--- config.mk ---
export PLATFORM = sky130hd
export DESIGN_NAME = frame_bank_scheduler_flat
export DESIGN_NICKNAME = d
export VERILOG_FILES = /design/src/rtl/frame_bank_scheduler_pkg.sv /design/src/rtl/frame_bank_scheduler_if.sv /design/src/rtl/frame_bank_scheduler_wr_addr_counter.sv /design/src/rtl/frame_bank_scheduler.sv /design/src/flat_wrapper.sv
export SDC_FILE = /design/constraint.sdc
export NUM_CORES = 1
export LEC_CHECK = 0
export BUFFER_PORTS_ARGS = -buffer_cell sky130_fd_sc_hd__buf_2
export CORE_UTILIZATION = 40
export CTS_BUF_LIST = sky130_fd_sc_hd__clkbuf_16
export CTS_CLUSTER_SIZE = 12
export DETAILED_ROUTE_END_ITERATION = 10
export SLEW_MARGIN = 5
export SYNTH_ARGS = -nofsm -noshare
export SYNTH_HDL_FRONTEND = slang
export SYNTH_HIERARCHICAL = 1
export SYNTH_SLANG_ARGS = --single-unit
--- constraint.sdc ---
create_clock -name clk -period 3.7 [get_ports clk]
set_clock_uncertainty 0.05 [all_clocks]
set_input_delay 0.555 -clock clk [delete_from_list [all_inputs] [get_ports clk]]
set_output_delay 0.555 -clock clk [all_outputs]
set_load 0.005 [all_outputs]
--- src/rtl/frame_bank_scheduler_pkg.sv ---
//==============================================================================
// Package     : frame_buf_pkg
// Description : Shared types, constants and helpers for the ping-pong frame
//               buffer scheduler (state encoding, pixel type, frame size,
//               saturating drop counter increment).
// Revision    : 1.0 - initial release
//==============================================================================
`default_nettype none

package frame_buf_pkg;

    // Scheduler states, explicitly encoded on two bits.
    typedef enum logic [1:0] {
        WAIT_SOF = 2'd0,
        FILL     = 2'd1,
        READY    = 2'd2
    } fbs_state_t;

    // RGB565 pixel.
    typedef logic [15:0] pixel_t;

    // Default image geometry and the resulting frame size.
    localparam int DEF_IMG_WIDTH  = 176;
    localparam int DEF_IMG_HEIGHT = 240;
    localparam int FRAME_PIXELS   = DEF_IMG_WIDTH * DEF_IMG_HEIGHT;

    // Dropped-frame counter saturates here.
    localparam int DROP_CNT_MAX   = 255;

    // Frame size for an arbitrary geometry (used by parameterised modules).
    function automatic int frame_pixels(input int width, input int height);
        return width * height;
    endfunction

    // Saturating +1 for the 8-bit drop counter.
    function automatic logic [7:0] drop_inc(input logic [7:0] cnt);
        return (cnt == 8'(DROP_CNT_MAX)) ? cnt : cnt + 8'd1;
    endfunction

endpackage

`default_nettype wire

--- src/rtl/frame_bank_scheduler_if.sv ---
//==============================================================================
// Interface   : frame_bank_scheduler_if
// Description : Bundles the camera input stream, the VGA vsync marker and the
//               frame-buffer write / bank-select outputs of the scheduler.
//               master : camera/display side (drives cam_*, vga_vsync_start)
//               slave  : scheduler (drives wr_*, rd_bank, frame_done, drop_cnt)
// Revision    : 1.0 - initial release
//==============================================================================
`default_nettype none

interface frame_bank_scheduler_if #(
    parameter int ADDR_WIDTH = 16
);
    import frame_buf_pkg::*;

    logic                  cam_vsync;
    logic                  cam_we;
    pixel_t                cam_wdata;
    logic                  vga_vsync_start;

    logic                  wr_en;
    logic                  wr_bank;
    logic [ADDR_WIDTH-1:0] wr_addr;
    pixel_t                wr_data;
    logic                  rd_bank;
    logic                  frame_done;
    logic [7:0]            drop_cnt;

    modport master (
        output cam_vsync, cam_we, cam_wdata, vga_vsync_start,
        input  wr_en, wr_bank, wr_addr, wr_data, rd_bank, frame_done, drop_cnt
    );

    modport slave (
        input  cam_vsync, cam_we, cam_wdata, vga_vsync_start,
        output wr_en, wr_bank, wr_addr, wr_data, rd_bank, frame_done, drop_cnt
    );

endinterface

`default_nettype wire

--- src/rtl/frame_bank_scheduler_wr_addr_counter.sv ---
//==============================================================================
// Module      : frame_wr_addr_counter
// Description : Pixel address counter for one frame. Clears to 0, increments
//               on i_incr and wraps to 0 after the last pixel. o_last flags the
//               terminal count (FRAME_PIXELS-1).
// Ports       : clk, rst_n (async active-low), i_clear, i_incr,
//               o_count (current address), o_last (terminal count)
// Revision    : 1.0 - initial release
//==============================================================================
`default_nettype none

module frame_wr_addr_counter #(
    parameter int FRAME_PIXELS = 8,
    parameter int ADDR_WIDTH   = 3
) (
    input  wire logic                  clk,
    input  wire logic                  rst_n,
    input  wire logic                  i_clear,
    input  wire logic                  i_incr,
    output logic      [ADDR_WIDTH-1:0] o_count,
    output logic                       o_last
);

    localparam logic [ADDR_WIDTH-1:0] c_LAST = ADDR_WIDTH'(FRAME_PIXELS - 1);

    logic [ADDR_WIDTH-1:0] r_count;

    always_ff @(posedge clk or negedge rst_n) begin
        if (!rst_n) begin
            r_count <= '0;
        end else if (i_clear) begin
            r_count <= '0;
        end else if (i_incr) begin
            // Wrap at the end of the frame so the address never leaves range.
            r_count <= (r_count == c_LAST) ? '0 : r_count + 1'b1;
        end
    end

    assign o_count = r_count;
    assign o_last  = (r_count == c_LAST);

endmodule

`default_nettype wire

--- src/rtl/frame_bank_scheduler.sv ---
//==============================================================================
// Module      : frame_bank_scheduler
// Description : Ping-pong scheduler for a two-bank RGB565 frame buffer.
//               Converts the camera pixel stream into buffer writes on the
//               write bank and hands the display a read bank that only swaps
//               at VGA vertical blank, once a complete frame is ready.
//               Counts camera frames that had to be dropped (saturating).
// Ports       : clk, rst_n (async active-low)
//               bus    : frame_bank_scheduler_if.slave (camera in, writes out)
//               freeze : hold the displayed bank (FRAME_FREEZE_EN builds only)
// Config      : FRAME_FREEZE_EN - adds the freeze input; undefined = no freeze
// Revision    : 1.0 - initial release
//==============================================================================
`default_nettype none

module frame_bank_scheduler
    import frame_buf_pkg::*;
#(
    parameter int IMG_WIDTH  = 176,
    parameter int IMG_HEIGHT = 240,
    parameter int ADDR_WIDTH = $clog2(IMG_WIDTH * IMG_HEIGHT)
) (
    input  wire logic              clk,
    input  wire logic              rst_n,
`ifdef FRAME_FREEZE_EN
    input  wire logic              freeze,
`endif
    frame_bank_scheduler_if.slave  bus
);

    localparam int c_FRAME_PIXELS = frame_pixels(IMG_WIDTH, IMG_HEIGHT);

    fbs_state_t            r_state;
    logic                  r_wr_en;
    logic                  r_wr_bank;
    logic [ADDR_WIDTH-1:0] r_wr_addr;
    pixel_t                r_wr_data;
    logic                  r_frame_done;
    logic [7:0]            r_drop_cnt;

    logic                  w_freeze;
    logic                  w_swap;
    logic                  w_cnt_clear;
    logic                  w_cnt_incr;
    logic                  w_cnt_last;
    logic [ADDR_WIDTH-1:0] w_cnt;

`ifdef FRAME_FREEZE_EN
    assign w_freeze = freeze;
`else
    assign w_freeze = 1'b0;
`endif

    // A swap happens only from READY, and never while the display is frozen.
    assign w_swap = (r_state == READY) && bus.vga_vsync_start && !w_freeze;

    // Every start-of-frame restarts the address count; in READY the counter
    // already sits at 0, so clearing there is harmless. Pixels only count in
    // FILL, and a coincident vsync discards the pixel.
    assign w_cnt_clear = bus.cam_vsync;
    assign w_cnt_incr  = (r_state == FILL) && bus.cam_we && !bus.cam_vsync;

    frame_wr_addr_counter #(
        .FRAME_PIXELS (c_FRAME_PIXELS),
        .ADDR_WIDTH   (ADDR_WIDTH)
    ) u_addr_cnt (
        .clk     (clk),
        .rst_n   (rst_n),
        .i_clear (w_cnt_clear),
        .i_incr  (w_cnt_incr),
        .o_count (w_cnt),
        .o_last  (w_cnt_last)
    );

    always_ff @(posedge clk or negedge rst_n) begin
        if (!rst_n) begin
            r_state      <= WAIT_SOF;
            r_wr_en      <= 1'b0;
            r_wr_bank    <= 1'b0;
            r_wr_addr    <= '0;
            r_wr_data    <= '0;
            r_frame_done <= 1'b0;
            r_drop_cnt   <= '0;
        end else begin
            r_wr_en      <= 1'b0;
            r_frame_done <= 1'b0;
            unique case (r_state)
                WAIT_SOF: begin
                    if (bus.cam_vsync) begin
                        r_state <= FILL;
                    end
                end
                FILL: begin
                    if (bus.cam_vsync) begin
                        // Short frame: restart the same bank from address 0.
                        r_drop_cnt <= drop_inc(r_drop_cnt);
                    end else if (bus.cam_we) begin
                        r_wr_en   <= 1'b1;
                        r_wr_addr <= w_cnt;
                        r_wr_data <= bus.cam_wdata;
                        if (w_cnt_last) begin
                            r_state <= READY;
                        end
                    end
                end
                READY: begin
                    if (w_swap) begin
                        r_wr_bank    <= ~r_wr_bank;
                        r_frame_done <= 1'b1;
                        // A camera frame starting at the swap goes straight
                        // into the freshly released bank.
                        r_state      <= bus.cam_vsync ? FILL : WAIT_SOF;
                    end else if (bus.cam_vsync) begin
                        if (w_freeze) begin
                            r_state <= FILL;
                        end else begin
                            r_drop_cnt <= drop_inc(r_drop_cnt);
                        end
                    end
                end
                default: begin
                    r_state <= WAIT_SOF;
                end
            endcase
        end
    end

    // The read bank is always the other bank, so the two can never collide.
    assign bus.wr_en      = r_wr_en;
    assign bus.wr_bank    = r_wr_bank;
    assign bus.wr_addr    = r_wr_addr;
    assign bus.wr_data    = r_wr_data;
    assign bus.rd_bank    = ~r_wr_bank;
    assign bus.frame_done = r_frame_done;
    assign bus.drop_cnt   = r_drop_cnt;

endmodule

`default_nettype wire

--- src/flat_wrapper.sv ---
// flat-port wrapper written by rule: the top's interface ports become plain ports
module frame_bank_scheduler_flat import frame_buf_pkg::*;
#(
    parameter int IMG_WIDTH  = 176,
    parameter int IMG_HEIGHT = 240,
    parameter int ADDR_WIDTH = $clog2(IMG_WIDTH * IMG_HEIGHT)
)
  (clk, rst_n, bus_cam_vsync, bus_cam_we, bus_cam_wdata, bus_vga_vsync_start, bus_wr_en, bus_wr_bank, bus_wr_addr, bus_wr_data, bus_rd_bank, bus_frame_done, bus_drop_cnt);
  frame_bank_scheduler_if #(.ADDR_WIDTH(ADDR_WIDTH)) bus_i ();
  input  wire logic clk;
  input  wire logic rst_n;
  input wire logic [$bits(bus_i.cam_vsync)-1:0] bus_cam_vsync;
  input wire logic [$bits(bus_i.cam_we)-1:0] bus_cam_we;
  input wire logic [$bits(bus_i.cam_wdata)-1:0] bus_cam_wdata;
  input wire logic [$bits(bus_i.vga_vsync_start)-1:0] bus_vga_vsync_start;
  output wire logic [$bits(bus_i.wr_en)-1:0] bus_wr_en;
  output wire logic [$bits(bus_i.wr_bank)-1:0] bus_wr_bank;
  output wire logic [$bits(bus_i.wr_addr)-1:0] bus_wr_addr;
  output wire logic [$bits(bus_i.wr_data)-1:0] bus_wr_data;
  output wire logic [$bits(bus_i.rd_bank)-1:0] bus_rd_bank;
  output wire logic [$bits(bus_i.frame_done)-1:0] bus_frame_done;
  output wire logic [$bits(bus_i.drop_cnt)-1:0] bus_drop_cnt;
  assign bus_i.cam_vsync = bus_cam_vsync;
  assign bus_i.cam_we = bus_cam_we;
  assign bus_i.cam_wdata = bus_cam_wdata;
  assign bus_i.vga_vsync_start = bus_vga_vsync_start;
  assign bus_wr_en = bus_i.wr_en;
  assign bus_wr_bank = bus_i.wr_bank;
  assign bus_wr_addr = bus_i.wr_addr;
  assign bus_wr_data = bus_i.wr_data;
  assign bus_rd_bank = bus_i.rd_bank;
  assign bus_frame_done = bus_i.frame_done;
  assign bus_drop_cnt = bus_i.drop_cnt;
  frame_bank_scheduler #(.IMG_WIDTH(IMG_WIDTH), .IMG_HEIGHT(IMG_HEIGHT), .ADDR_WIDTH(ADDR_WIDTH)) u_core (.clk(clk), .rst_n(rst_n), .bus(bus_i));
endmodule
==> out/metrics.cfg <==
[detailed_routing]
drc = 0
dr_total_vias = 1966
firstDrtPassIters = 4
vias_per_cell = 4.965
drt_iter0_markers = 72
ant_nets = 0
wl_per_cell_um = 14.33
routed_wl_um = 5676

[clock_tree]
post_cts_buffers = 0
ctsHtreeMaxLevel = 3
numClockSinks = 61
cts_made_buffers = 9
ctsResizeCount = 0
root_buffer = clkbuf_16
cts_tree = built
worstSkewPairLatency_ps = 320
path_clk_slew_ps = 50
clockBufferDepth = 2
ctsHoldBuffers = 0

[worst_setup_path]
crit_end = u_core/r_state[0]
cp-start-kind = register
r2r_cells = 6
startpoint = u_core/u_addr_cnt/o_count[0]
crit_path_end_kind = register
cp.required_ps = 3850
ff2ff_setup_slack_ps = 1510
setup.worst_path.class = reg -> reg
critPathArrivalTime_ps = 2340
crit-reg2reg-launch = u_core/u_addr_cnt/o_count[0]
crit_fanout = 6
r2r-end = u_core/r_state[0]

[power_and_ir_drop]
power_density_mw_per_mm2 = 644.4
totalPowerFinal_mw = 2.340
p_leak_nw = 1.773
peakVddDrop_mv = 0.2514

[timing]
period_share_pct = 59.09
fmax_mhz = 457.4
setup_tns_ps = 0
hold_ws_ps = 204.8
tightest_slew_ps = 632.8
hold_viol_final = 0
rsz0062_at_grt = false
fin_crit_ps = 2186
slew_headroom_pct = 57.81
final_max_slew_viol_count = 0
setup_viol = 0

[yosys]
synthTopCellsByCount = 61 x dfrtp_1, 30 x mux2_4, 16 x nor2_1
synthArstFlopShare_pct = 100.0
synth_area_mm2 = 0.002930
yosys_warnings = 6
synth_edf_count = 0
avgSynthCellArea_um2 = 13.08
synth.most_common_cell = dfrtp_1
synth_top_area_share_pct = 52.09
yosys_register_bits = 61
seq_area_frac_synth_pct = 52.09
synthTopCellsByArea = dfrtp_1 52%, mux2_4 15%, xnor2_1 3.3%
synth_cells = 224
synth_flop_cell = dfrtp_1
syn-num-nets = 252
yosysTopAreaCell = dfrtp_1
synth.distinct_cells = 44

[die]
coreArea_mm2 = 0.006944
ios = 65
initial_utilization_pct = 42.20
die_area_mm2 = 0.007672
die_w_um = 87.59
row_count = 30
die_y_um = 87.59

[finish]
final_area_mm2 = 0.003631
n_antenna_cell = 0
final_nets = 323
drive_gt1_share_pct = 42.00
syn2layout_area_growth_pct = 23.91

[global_route]
grt_overflow = 0
grt_usage_pct = 16.05
grt_max_degree = 36
grt_pass1_wl_um = 9349
grt_antenna_before_repair = 0
grt_pass1_vias = 1978

[run_status]
status = complete, no violations

[place]
io_buffers = 64
placed_area_mm2 = 0.003326
dp_hpwl_um = 3906
gp_congestion = 0.8146

[run]
maxCapViolCount = 0

[hold_path]
holdCritPathClass = in -> async

-- state kept, by name (all words and copies together) (netlist names) --
name                       count
u_core/bus.wr_addr            16
u_core/bus.wr_data            16
u_core/u_addr_cnt/o_count     16
u_core/bus.drop_cnt            8
u_core/r_state                 2
u_core/bus.frame_done          1
u_core/bus.wr_bank             1
u_core/bus.wr_en               1
-- report_power, final --
| part | total [mW] | internal (mW) | switching, mW |
|---|---|---|---|
| Combinational | 0.566 | 0.332 | 0.233 |
| Sequential | 0.925 | 0.816 | 0.109 |
| Clock | 0.850 | 0.578 | 0.272 |
| Total | 2.34 | 1.73 | 0.614 |
-- per-stage QoR --
stage / cells / util [%] / worst slack [ps]
6_report: 396 / 52.29 / 1514
5_1_grt: 396 / 52.29 / 1371
4_1_cts: 396 / 52.29 / 1495
3_5_place_dp: 380 / 47.89 / 1404
3_3_place_gp: 380 / 47.89 / 1470
2_1_floorplan: 224 / - / 1798
-- kinds of logic after synthesis --
family                   Yosys count  synth area share (%)
AND/OR/NAND/NOR                   70                 14.05
flip-flops                        61                 52.09
multiplexers                      38                 18.40
AO/OA/AOI/OAI                     20                 4.996
XOR/XNOR                          15                 4.483
buffers and inverters             13                 2.989
adder cells (fa/ha/maj)            7                 2.989
-- layout by cell type, fill, tap and decap left out, types with 2 or more instances in the layout --
cell type,netlist,routed
and2_2,1,2
clkinv_1,0,4
nand2_1,13,13
mux2_2,5,5
dfrtp_1,61,61
o21ai_0,3,3
buf_2,1,64
a21oi_1,5,5
xor2_1,4,4
nand3_1,9,9
xnor2_1,11,11
nand4_1,4,4
and4_1,4,4
and3_1,3,3
mux2_1,2,2
nor2_1,16,16
mux2_4,30,30
nor4_1,4,4
ha_1,7,7
nor3_1,3,3
bufinv_16,0,2
inv_1,7,7
a31oi_1,3,3
clkbuf_16,0,9
buf_4,0,2
-- how the worst min path moves through the flow --
stage	startpoint	end	slack, ps	depth (start not counted)
detailed placement	u_core/bus.wr_data[12]	u_core/bus.wr_data[12]	440	1
floorplan	rst_n	u_core/bus.drop_cnt[0]	210	0
finish	rst_n	u_core/bus.wr_addr[0]	200	1
global route	rst_n	u_core/bus.wr_data[12]	230	1
CTS	rst_n	u_core/bus.wr_data[8]	210	1
global placement	u_core/bus.wr_addr[11]	u_core/bus.wr_addr[11]	440	1
-- routing by layer --
layer  global-route usage (%)  up-vias  part of all wire, %
met4                    7.601        0                  2.0
met5                        0        -                    0
met3                    4.430       10                  5.0
li1                         -      952                    -
met1                    20.99      951                   49
met2                    24.79       53                   44
-- area by class of cell --
type                    instances  area (um2)
fillers                       622        3313
flip-flops and latches         61        1526
multi-input cells             150        1318
repair buffers                 66       335.3
clock buffers                   9       225.2
well taps                      96       120.1
clock inverters                 7       80.08
inverters                       7       26.28
-- critical path, stage by stage, from the launching register on --
cell	delay (ps)
dfrtp_1	460
ha_1	290
and3_1	240
and4_1	230
nand2_1	70
a222oi_1	380
mux2_1	360
No activity file was read; power rests on OpenSTA's default activity.
